<file path="config.mk">
export PLATFORM = sky130hd
export DESIGN_NAME = mem_wb_stage
export DESIGN_NICKNAME = d
export VERILOG_FILES = /design/src/rtl/mem_wb_stage.sv
export SDC_FILE = /design/constraint.sdc
export NUM_CORES = 1
export LEC_CHECK = 0
export BUFFER_PORTS_ARGS = -buffer_cell sky130_fd_sc_hd__buf_2
export CAP_MARGIN = 5
export CORE_MARGIN = 2
export CORE_UTILIZATION = 45
export DETAILED_ROUTE_END_ITERATION = 8
export PLACE_DENSITY = 0.69
export SLEW_MARGIN = 0
export SYNTH_ARGS = -nofsm -noshare
export SYNTH_HDL_FRONTEND = slang
export SYNTH_SLANG_ARGS = --single-unit
</file>
<file path="constraint.sdc">
create_clock -name clk -period 28.7 [get_ports clk]
set_input_delay 0 -clock clk [delete_from_list [all_inputs] [get_ports clk]]
set_output_delay 0 -clock clk [all_outputs]
set_load 0.01 [all_outputs]
</file>
<file path="src/rtl/mem_wb_stage.sv">
// MEM->WB boundary: valid/ready handshake through a 2-entry skid buffer (main M, skid S),
// with load-lane extraction and extension done before capture so WB sees register-ready data.
module mem_wb_stage #(
    parameter int                DATA_W   = 32,
    parameter int                REG_AW   = 5,
    parameter logic [DATA_W-1:0] RESET_PC = 32'h8000_0000
) (
    input  logic              clk,
    input  logic              reset,
    input  logic              flush,
    input  logic              in_valid,
    output logic              in_ready,
    output logic              out_valid,
    input  logic              out_ready,
    input  logic [1:0]        MemtoReg_in,
    input  logic              RegWr_in,
    input  logic [DATA_W-1:0] pc_in,
    input  logic [DATA_W-1:0] rd_data_in,
    input  logic [DATA_W-1:0] alu_out_in,
    input  logic [DATA_W-1:0] ra_in,
    input  logic [REG_AW-1:0] wr_addr_in,
    input  logic [1:0]        addr_in,
    input  logic [1:0]        ld_size_in,
    input  logic              ld_signed_in,
    output logic [1:0]        MemtoReg_out,
    output logic              RegWr_out,
    output logic [DATA_W-1:0] pc_out,
    output logic [DATA_W-1:0] alu_out_out,
    output logic [DATA_W-1:0] ra_out,
    output logic [DATA_W-1:0] rd_data_out,
    output logic [REG_AW-1:0] wr_addr_out,
    output logic [1:0]        addr_out,
    output logic              misalign_out
);

    typedef struct packed {
        logic [1:0]        memtoReg;
        logic              regWr;
        logic [DATA_W-1:0] pc;
        logic [DATA_W-1:0] rdData;
        logic [DATA_W-1:0] aluOut;
        logic [DATA_W-1:0] ra;
        logic [REG_AW-1:0] wrAddr;
        logic [1:0]        addr;
        logic              misalign;
    } entry_t;

    function automatic logic [DATA_W-1:0] extractLoad(
        input logic [DATA_W-1:0] word,
        input logic [1:0]        addr,
        input logic [1:0]        size,
        input logic              sgn
    );
        logic        [7:0]        b;
        logic        [15:0]       h;
        logic signed [DATA_W-1:0] ext;
        case (addr)
            2'd0:    b = word[7:0];
            2'd1:    b = word[15:8];
            2'd2:    b = word[23:16];
            default: b = word[31:24];
        endcase
        h = addr[1] ? word[31:16] : word[15:0];
        if (size[1])
            ext = word;
        else if (size[0])
            ext = {{(DATA_W-16){sgn & h[15]}}, h};
        else
            ext = {{(DATA_W-8){sgn & b[7]}}, b};
        return ext;
    endfunction

    entry_t inEnt, mEnt, sEnt;
    logic   mVld, sVld;
    logic   accept, consume, mFree;
    logic   loadMfromS, loadMfromIn, loadS;

    always_comb begin
        inEnt          = '0;
        inEnt.memtoReg = MemtoReg_in;
        inEnt.regWr    = RegWr_in;
        inEnt.pc       = pc_in;
        inEnt.rdData   = extractLoad(rd_data_in, addr_in, ld_size_in, ld_signed_in);
        inEnt.aluOut   = alu_out_in;
        inEnt.ra       = ra_in;
        inEnt.wrAddr   = wr_addr_in;
        inEnt.addr     = addr_in;
        inEnt.misalign = ((ld_size_in == 2'b01) & addr_in[0]) |
                         (ld_size_in[1] & (addr_in != 2'b00));
    end

    // S can only be full while M is also full, so accept never coincides with S->M.
    assign accept      = in_valid & ~sVld;
    assign consume     = mVld & out_ready;
    assign mFree       = ~mVld | consume;
    assign loadMfromS  = ~flush & mFree & sVld;
    assign loadMfromIn = ~flush & mFree & ~sVld & accept;
    assign loadS       = ~flush & ~mFree & accept;

    always_ff @(posedge clk or posedge reset) begin
        if (reset) begin
            mVld <= 1'b0;
            sVld <= 1'b0;
        end else if (flush) begin
            mVld <= 1'b0;
            sVld <= 1'b0;
        end else begin
            if (mFree)
                mVld <= sVld | accept;
            sVld <= mFree ? 1'b0 : (sVld | accept);
        end
    end

    // M capture: drives the WB-facing outputs
    always_ff @(posedge clk or posedge reset) begin
        if (reset) begin
            mEnt    <= '0;
            mEnt.pc <= RESET_PC;
        end else if (loadMfromS) begin
            mEnt <= sEnt;
        end else if (loadMfromIn) begin
            mEnt <= inEnt;
        end
    end

    always_ff @(posedge clk) begin
        if (loadS)
            sEnt <= inEnt;
    end

    assign in_ready     = ~sVld;
    assign out_valid    = mVld;
    assign MemtoReg_out = mEnt.memtoReg;
    assign RegWr_out    = mEnt.regWr & mVld & (mEnt.wrAddr != '0);
    assign pc_out       = mEnt.pc;
    assign alu_out_out  = mEnt.aluOut;
    assign ra_out       = mEnt.ra;
    assign rd_data_out  = mEnt.rdData;
    assign wr_addr_out  = mEnt.wrAddr;
    assign addr_out     = mEnt.addr;
    assign misalign_out = mEnt.misalign;

endmodule

</file>
# Word level (Yosys, flattened, before mapping)
# Index checks and enable logic that the tools add are counted.
# op_classes
bitwise_logic,21
n_mux,10
reduce_logical,5
n_eq_ne,3
# op_table
operator,count
139-bit 2-to-1 mux,2
32-bit 2-to-1 mux,2
8-bit one-hot mux with 3 select lines,1
16-bit 2-to-1 mux,1
1-bit bitwise AND,14
2-bit nonzero test,3
5-bit nonzero test,1
2-bit by 1-bit == test with 1-bit output (second input constant),2
1-bit 2-to-1 mux,4
1-bit NOT,4
1-bit bitwise OR,3
2-bit == test (second input constant),1
2-bit zero test,1
# totals
output_inout_bits,141
regBits,280
in_bits,146
elab_cells,59

# Logic depth before layout (Yosys ltp)
# Gate-level depths: netlist (run 1).
# depth
word_depth,7
ltp_mapped,8
mapped_depth_nobuf,4

# Worst setup path before layout (run 1)
# Ideal clock, no wire load.
# synth_path
path_type,register -> register
from,"register mVld, in the netlist out_valid"
to,register sEnt[0] (netlist bit) (enable)
slack_ns,16.662
setup_ns,0.836
period_less_slack_ns,12.038
path_stages_with_launch,6
t_required_ns,27.864
arrival_ns,11.202
path_buffers,2
path_cell_list,dfrtp_1 -> nor2b_1 -> buf_6 -> clkbuf_1 -> nand2b_1 -> nor3b_1
# synth_between
elab_chain_cells,5
word_cells_on_any_way,6
classes_between,bitwise: 6
# synth_rtl
item,line_no,text
"start, declared",74,"logic mVld, sVld;"
"start signal, assigned",109,mVld <= sVld | accept;
1-bit bitwise AND or 1-bit NOT (tied branches),"94, 95",
1-bit bitwise OR *,95,assign mFree = ~mVld | consume;
1-bit NOT *,98,assign loadS = ~flush & ~mFree & accept;
1-bit bitwise AND * (2 in a row),98,
net loadS,76,"logic loadMfromS, loadMfromIn, loadS;"
"end signal, assigned",128,sEnt <= inEnt;
"end, declared",73,"entry_t inEnt, mEnt, sEnt;"
# Mark *: on every way through the listed nets, which the timed path passes. The rest lies on a longest branch.
# A chain may end at the register's enable or synchronous reset.

# Final worst setup path (run 1)
# layout_path
from,register sVld
to,register mEnt (netlist bit rd_data_out[0])
# layout_between
elab_chain_cells,4
word_cells_on_any_way,7
classes_between,mux: 1; bitwise: 5; reduce/logical: 1
# layout_rtl
item,line_no,text
"start, declared",74,
"start signal, assigned",110,sVld <= mFree ? 1'b0 : (sVld | accept);
1-bit NOT,"93, 97",
"1-bit bitwise AND, on equally long branches","97, 93",
1-bit bitwise AND,97,assign loadMfromIn = ~flush & mFree & ~sVld & accept;
2-bit nonzero test (no line),--,
"end signal, assigned",120,mEnt <= sEnt;
"end signal, assigned",122,mEnt <= inEnt;
"end, declared",73,
# Several ways; a longest one is shown, not always the timed one.

==> results of run 1 <==
-- sequential cells by signal (all words and copies together) (netlist names) --
signal        count
MemtoReg_out      2
addr_out          2
alu_out_out      32
mEnt              1
misalign_out      1
out_valid         1
pc_out           32
ra_out           32
rd_data_out      32
sEnt            139
sVld              1
wr_addr_out       5
-- report_power, final --
group          total [mW]  leakage (nW)  internal (mW)  switching, mW
Clock               0.385         0.487          0.228          0.157
Sequential          0.480          2.98          0.460         0.0197
Combinational       0.160          3.01         0.0706         0.0891
-- critical path, cell delays in order (launching register included) --
cell and delay [ns]:
dfrtp_1 0.90, inv_4 0.51, nor4_1 0.42, o21bai_1 0.17
a31oi_1 0.07, dlygate4sd3_1 0.60
-- worst min path at each step --
| stage | slack (ns) | to | cells past startpoint | start |
|---|---|---|---|---|
| after floorplan | 0.1 | sEnt[104]$_DFFE_PP_ | 0 | pc_in[0] |
| after global placement | 0.19 | sEnt[121]$_DFFE_PP_ | 1 | pc_in[17] |
| after detailed placement | 0.19 | sEnt[121]$_DFFE_PP_ | 1 | pc_in[17] |
| after CTS | 0.008 | out_valid$_DFFE_PP0N_ | 3 | flush |
| after global routing | 0.07 | out_valid$_DFFE_PP0N_ | 3 | flush |
| final | 0.04 | out_valid$_DFFE_PP0N_ | 3 | flush |
-- placed cells by master, fill, tap and decap left out, drive strengths merged, types with 9 or more instances in the layout --
master       instances
a211oi              24
a21oi                9
buf                297
clkbuf              37
clkinv              13
dfrtp              140
dlygate4sd3        151
edfxtp             139
inv                 12
nand2              173
nor2                30
nor2b               11
nor3                18
o21ai              115
o21bai               9
o22ai              107
-- cell type report --
cell class / count / area (sq um) / area share [%]
timing repair buffer: 448 / 3030 / 19.9
multi-input combinational: 558 / 3020 / 19.8
clock buffer: 37 / 818 / 5.38
sequential: 280 / 7700 / 50.6
clock inverter: 19 / 173 / 1.13
inverter: 11 / 48.8 / 0.321
tap: 341 / 427 / 2.80
-- metrics by stage --
| stage | power, mW | util (%) |
|---|---|---|
| after global placement | 0.623 | 47.4 |
| after CTS | 1.03 | 56.8 |
| after global routing | 1.07 | 56.8 |
| final | 1.02 | 56.8 |
| after floorplan | 0.608 | - |
| after detailed placement | 0.628 | 47.4 |
-- cells by family after synthesis --
kind of cell,after synthesis
flip-flops,280
AND/OR/NAND/NOR,256
AO/OA/AOI/OAI,291
multiplexers,11
buffers and inverters,219
-- layer usage --
metal	up-vias	wire, um	track usage [%]	part of all wire (%)
met2	351	15100	36.2	49
li1	4218	-	-	-
met1	4427	12800	26.8	41
met4	0	1090	7.50	3.5
met3	65	1980	4.02	6.4
met5	-	0	0	0
-- timing repair --
item	in CTS	in global routing
hold buffers	151	0
endpoints found under the hold margin	357	0
buffers inserted	0	0
==> flow_summary_export.csv, run 1 <==
group,metric,value,unit
synth,ys_seq_area_share,63.2,%
timing,fin_worst_skew,0.0115,ns
clock_tree,cts_resized,0,
timing,fin_crit_sh,9.75,%
critical_path,critical_path_class,"reg -> reg",
timing,fin_ws,25.90,ns
clock_tree,cts_max_level,1,
routing,via_per_inst,5.35,
timing,fin_setup_tns,0,ns
grt,grt_pass1_vias,9191,
routing,final_antenna_net_count,0,
critical_path,arrival,3.22,ns
pwr,p_leak,6.48,nW
clock_tree,clk_latency,0.55,ns
grt,grt_max_degree,120,
synth,synth.area.top_cells,"edfxtp_1, dfrtp_1, buf_4",
synth,synth_top_area_share,34.3,%
critical_path,r2r_setup_slack,25.90,ns
cells_and_area,instances_no_fill,1694,
clock_tree,cts_root_buffer,"clkbuf_16",
placed_design,gp_congestion,0.765,
cells_and_area,nNetsFinal,1475,
clock_tree,cts_buffers,30,
synth,synth_top_family_by_area,"compound AO/OA/AOI/OAI gates",
timing,hold_viol,0,
critical_path,worstPathRequired,29.13,ns
routing,drtPass1Iterations,5,
timing,max_slew_margin,22.5,%
timing,period_minus_slack,2.80,ns
synth,synth_warnings,0,
cells_and_area,areaGrowthSynthToFinish,24.8,%
critical_path,cp_max_fo,69,
clock_tree,cts.path.max_buffers,3,
critical_path,crit_end,"rd_data_out[0]$_DFFE_PP0P_",
timing,fmax,358,MHz
die,initial_core_util,45.5,%
timing,tightest_slew,1.16,ns
grt,grt_overflow_total,0,
synth,synth_cells,1057,
clock_tree,path_clk_slew,0.06,ns
synth,synthXorXnorAreaFrac,0,%
placed_design,place_ws,25.95,ns
synth,synth-seq-cells,280,
critical_path,timing.rr.start,"sVld$_DFF_PP0_",
timing,hold_ws,0.0448,ns
cells_and_area,fillers,2199,
placed_design,numPortBuffers,286,
synth,synth_top_cell_by_area,"edfxtp_1",
synth,synth-adder-area-share,0,%
synth,synth_area,12200,sq um
die,die_h,169,um
worst_hold_path,hold_path.class,"in -> reg",
die,dieArea,28400,sq um
pwr,power.density,67.4,nW/um^2
clock_tree,cts_tree,"built",
cells_and_area,final_layout_size_suffix_gt1_share,27.1,%
critical_path,r2r-end,"rd_data_out[0]$_DFFE_PP0P_",
synth,synth.most_common_cell,"nand2_1",
placed_design,dpl-instance-area,12700,sq um
die,rows,60,
cells_and_area,stdcell_area,15200,sq um
synth,async_flop_share,50.4,%
pwr,ir_worst_vdd,0.0488,mV
routing,dr.first_iter.drc_count,717,
routing,wl,31.0,mm
synth,yosysUniqueCellTypes,41,
clock_tree,clock-sinks,280,
critical_path,rr_worst_depth,5,
critical_path,cp-startpoint,"sVld$_DFF_PP0_",
status,status,"finished, final reports clean",
timing,setup_viol,0,
die,die_w,169,um
timing,rsz0062_at_grt,"false",
grt,antenna_found_initial,0,
placed_design,dp_hpwl,18.1,mm
die,io_pins,287,
synth,synthMuxAreaShare,1.09,%
critical_path,endpoint_kind,"flip-flop",
synth,synthTopCellsByCount,"nand2_1, dfrtp_1, buf_4, edfxtp_1, o21ai_1",
cells_and_area,diodes,0,
routing,wl_per_cell,18.3,um
grt,globalRouteTotalUtil,21.1,%
run,cap_violations,0,
timing,slew_viol_final,0,
synth,syn_nets,1203,
routing,drc,0,
synth,avgSynthCellArea,11.5,sq um
synth,synth_compound_area_share,14.5,%
synth,ys.flop_type,"dfrtp_1",
placed_design,placed_cells,1487,
synth,synth_edf_count,139,
die,core-area,26800,sq um
grt,grt_pass1_wl,48.4,mm
critical_path,startpoint_type,"flip-flop",
routing,num_vias,9061,
synth,synth_simple_gate_area_share,9.07,%
Power figures use the tool's default switching activity.
==> run 2, diff against run 1 <==
- ABC_AREA: not set -> 1
- PLACE_DENSITY: 0.69 -> 0.71
- clock period: 28.7 -> 2.3 ns (I/O delays scaled with it)
==> run 2 against run 1 <==
Final area up 4.0%. Synthesized cell count grew 21%. Sequential share of layout area is 1.9 points lower. Core utilization grew 1.8 points. Critical path depth up 1. Sequential power increased to 12 times the previous value.
==> flow_summary_export.csv, run 2 <==
group,metric,value,unit
synth,async_flop_share,50.4,%
pwr,p_sw,3.32,mW
pwr,p_leak,7.39,nW
cells_and_area,final_layout_size_suffix_gt1_share,23.1,%
pwr,ir_worst_vdd,0.493,mV
clock_tree,cts_tree,"built",
timing,max_slew_margin,43.1,%
die,core-area,27000,sq um
routing,drc,0,
critical_path,crit_path_cell_trace,"a21oi_2, o21ai_4, inv_2, buf_4, o21ai_0, o21ai_0",
routing,num_vias,9919,
routing,via_per_inst,5.12,
routing,drtPass1Iterations,8,
cells_and_area,instances_no_fill,1936,
grt,grt_overflow_total,0,
pwr,pwr-share-seq,47.3,%
routing,routed.top_layer,"met4",
critical_path,crit_top_cell,"o21ai_0",
clock_tree,post-cts-setup-buffers,0,
cells_and_area,mostFrequentLayoutCells,"nand2_1, buf_2, o21ai_0",
synth,syn_nets,1429,
synth,synth_top_area_share,33.6,%
cells_and_area,largest_reg_flops,139,
synth,synth_edf_count,139,
routing,dr.first_iter.drc_count,881,
grt,antenna_found_initial,1,
pwr,swShare,26.3,%
critical_path,endpoint_kind,"flip-flop",
worst_hold_path,hold_path.class,"in -> reg",
cells_and_area,final_common_cell,"nand2_1",
timing,setup_viol,0,
grt,grt_max_degree,110,
clock_tree,path_clk_slew,0.06,ns
die,io_pins,287,
clock_tree,cts_buffers,30,
critical_path,arrival,2.28,ns
status,status,"finished, final reports clean",
critical_path,cp_slowest_cell,"dfrtp_1",
synth,avgSynthCellArea,9.69,sq um
cells_and_area,multiInputGateArea,3270,sq um
timing,hold_viol,0,
placed_design,numPortBuffers,286,
cells_and_area,areaGrowthSynthToFinish,27.2,%
synth,yosysUniqueCellTypes,24,
pwr,p_total,12.6,mW
grt,grt_pass1_wl,52.7,mm
routing,final_antenna_net_count,0,
cells_and_area,stdcell_area,15800,sq um
cells_and_area,regMostFlops,"sEnt",
cells_and_area,nNetsFinal,1716,
synth,synth-seq-cells,280,
die,rows,60,
synth,ys.flop_type,"dfrtp_1",
grt,globalRouteTotalUtil,22.8,%
synth,synthTopCellsByCount,"nand2_1, o21ai_0, nor2_1, buf_4, dfrtp_1",
routing,met3_length,2.78,mm
timing,rsz0062_at_grt,"false",
synth,synth_area,12400,sq um
placed_design,dp_hpwl,20.4,mm
placed_design,dpl-instance-area,13300,sq um
clock_tree,cts_root_buffer,"clkbuf_16",
cells_and_area,fillers,2244,
pwr,p_clk_share,37.2,%
synth,synth.area.top_cells,"edfxtp_1, dfrtp_1, nand2_1",
synth,synth_cells,1283,
clock_tree,cts.path.max_buffers,3,
synth,synth_warnings,0,
die,die_h,170,um
run,cap_violations,0,
pwr,power.density,799,nW/um^2
placed_design,placed_cells,1725,
critical_path,cp_slowest_stage_delay,0.41,ns
clock_tree,clk_latency,0.55,ns
routing,wl,33.7,mm
timing,slew_viol_final,0,
critical_path,critical_path_class,"reg -> reg",
pwr,combPwrFrac,15.5,%
clock_tree,clock-sinks,280,
timing,tightest_slew,0.852,ns
cells_and_area,register_area,7700,sq um
critical_path,worstPathRequired,2.76,ns
grt,grt_pass1_vias,10100,
timing,fin_worst_skew,0.0150,ns
routing,wl_met1,13.5,mm
die,dieArea,29000,sq um
placed_design,gp_congestion,0.870,
critical_path,cp_max_fo,21,
critical_path,startpoint_type,"flip-flop",
timing,period_minus_slack,1.82,ns
pwr,p_int,9.31,mW
synth,synth_top_cell_by_area,"edfxtp_1",
routing,met2_length,16.3,mm
synth,synth.most_common_cell,"nand2_1",
timing,fin_crit_sh,79.1,%
clock_tree,cts_max_level,1,
routing,wl_per_cell,17.4,um
timing,hold_ws,0.0381,ns
synth,ys_seq_area_share,62.0,%
die,initial_core_util,46.0,%
die,die_w,170,um
timing,fmax,550,MHz
## run 2: per-layer routing
layer / track usage (%) / vias up
li1: - / 4668
met1: 29.2 / 4733
met2: 38.4 / 442
met3: 4.98 / 76
met4: 8.21 / 0
met5: 0 / -
## run 2: final cells by class
cell class / instances / area share [%]
flip-flops and latches: 280 / 48.7
clock buffers: 45 / 5.80
diodes: 2 / 0.0316
repair buffers: 462 / 20.8
multi-input cells: 759 / 20.6
inverters: 37 / 0.910
well taps: 341 / 2.70
clock inverters: 10 / 0.419
## run 2: worst paths after layout
check / start / end / slack [ns] / cells after the start
min: ld_size_in[0] / sEnt[86]$_DFFE_PP_ / 0.04 / 5
max reg2reg: out_valid$_DFFE_PP0N_ / pc_out[4]$_DFFE_PP0P_ / 0.48 / 6
max in group asynchronous: reset / ra_out[10]$_DFFE_PP0P_ / 1.41 / 4
min reg2reg: rd_data_out[25]$_DFFE_PP0P_ / rd_data_out[25]$_DFFE_PP0P_ / 0.47 / 2
min in group asynchronous: reset / pc_out[0]$_DFFE_PP0P_ / 0.19 / 3
max: out_valid$_DFFE_PP0N_ / pc_out[4]$_DFFE_PP0P_ / 0.48 / 6
## run 2: power by group through the flow
stage          logic, mW  registers (mW)  clock network (mW)
2_1_floorplan       1.44            6.00                   0
3_3_place_gp        1.68            6.05                   0
3_5_place_dp        1.73            6.06                   0
4_1_cts             1.94            5.97                4.79
5_1_grt             2.16            6.02                5.03
6_report            1.95            5.98                4.71
## run 2: cell families after synthesis
group | Yosys count | share of synthesized area, %
buf+inv | 244 | 12.0
flops | 280 | 62.0
compound gates | 252 | 10.4
simple gates | 507 | 15.7
## run 2: what timing repair did
| item | in CTS | in global routing |
|---|---|---|
| hold endpoints to repair | 303 | 0 |
| hold buffers | 154 | 0 |
| setup endpoints to repair | 0 | 0 |
| resized for setup | 0 | 0 |
## run 2: metrics by stage
| step | TNS (ns) | util (%) | worst slack, ns |
|---|---|---|---|
| after CTS | 0 | 58.5 | 0.490 |
| final | 0 | 58.5 | 0.482 |
| after global placement | 0 | 49.2 | 0.593 |
| after detailed placement | 0 | 49.2 | 0.502 |
| after global routing | 0 | 58.5 | 0.335 |
| after floorplan | -124.94 | - | -0.899 |
## run 2: worst max-delay path, delay by kind of cell (launching register included)
kind                   cells  cell delay (ns)
buffers and inverters      2             0.57
AOI/OAI and AO/OA          4             0.74
DFF                        1             0.41
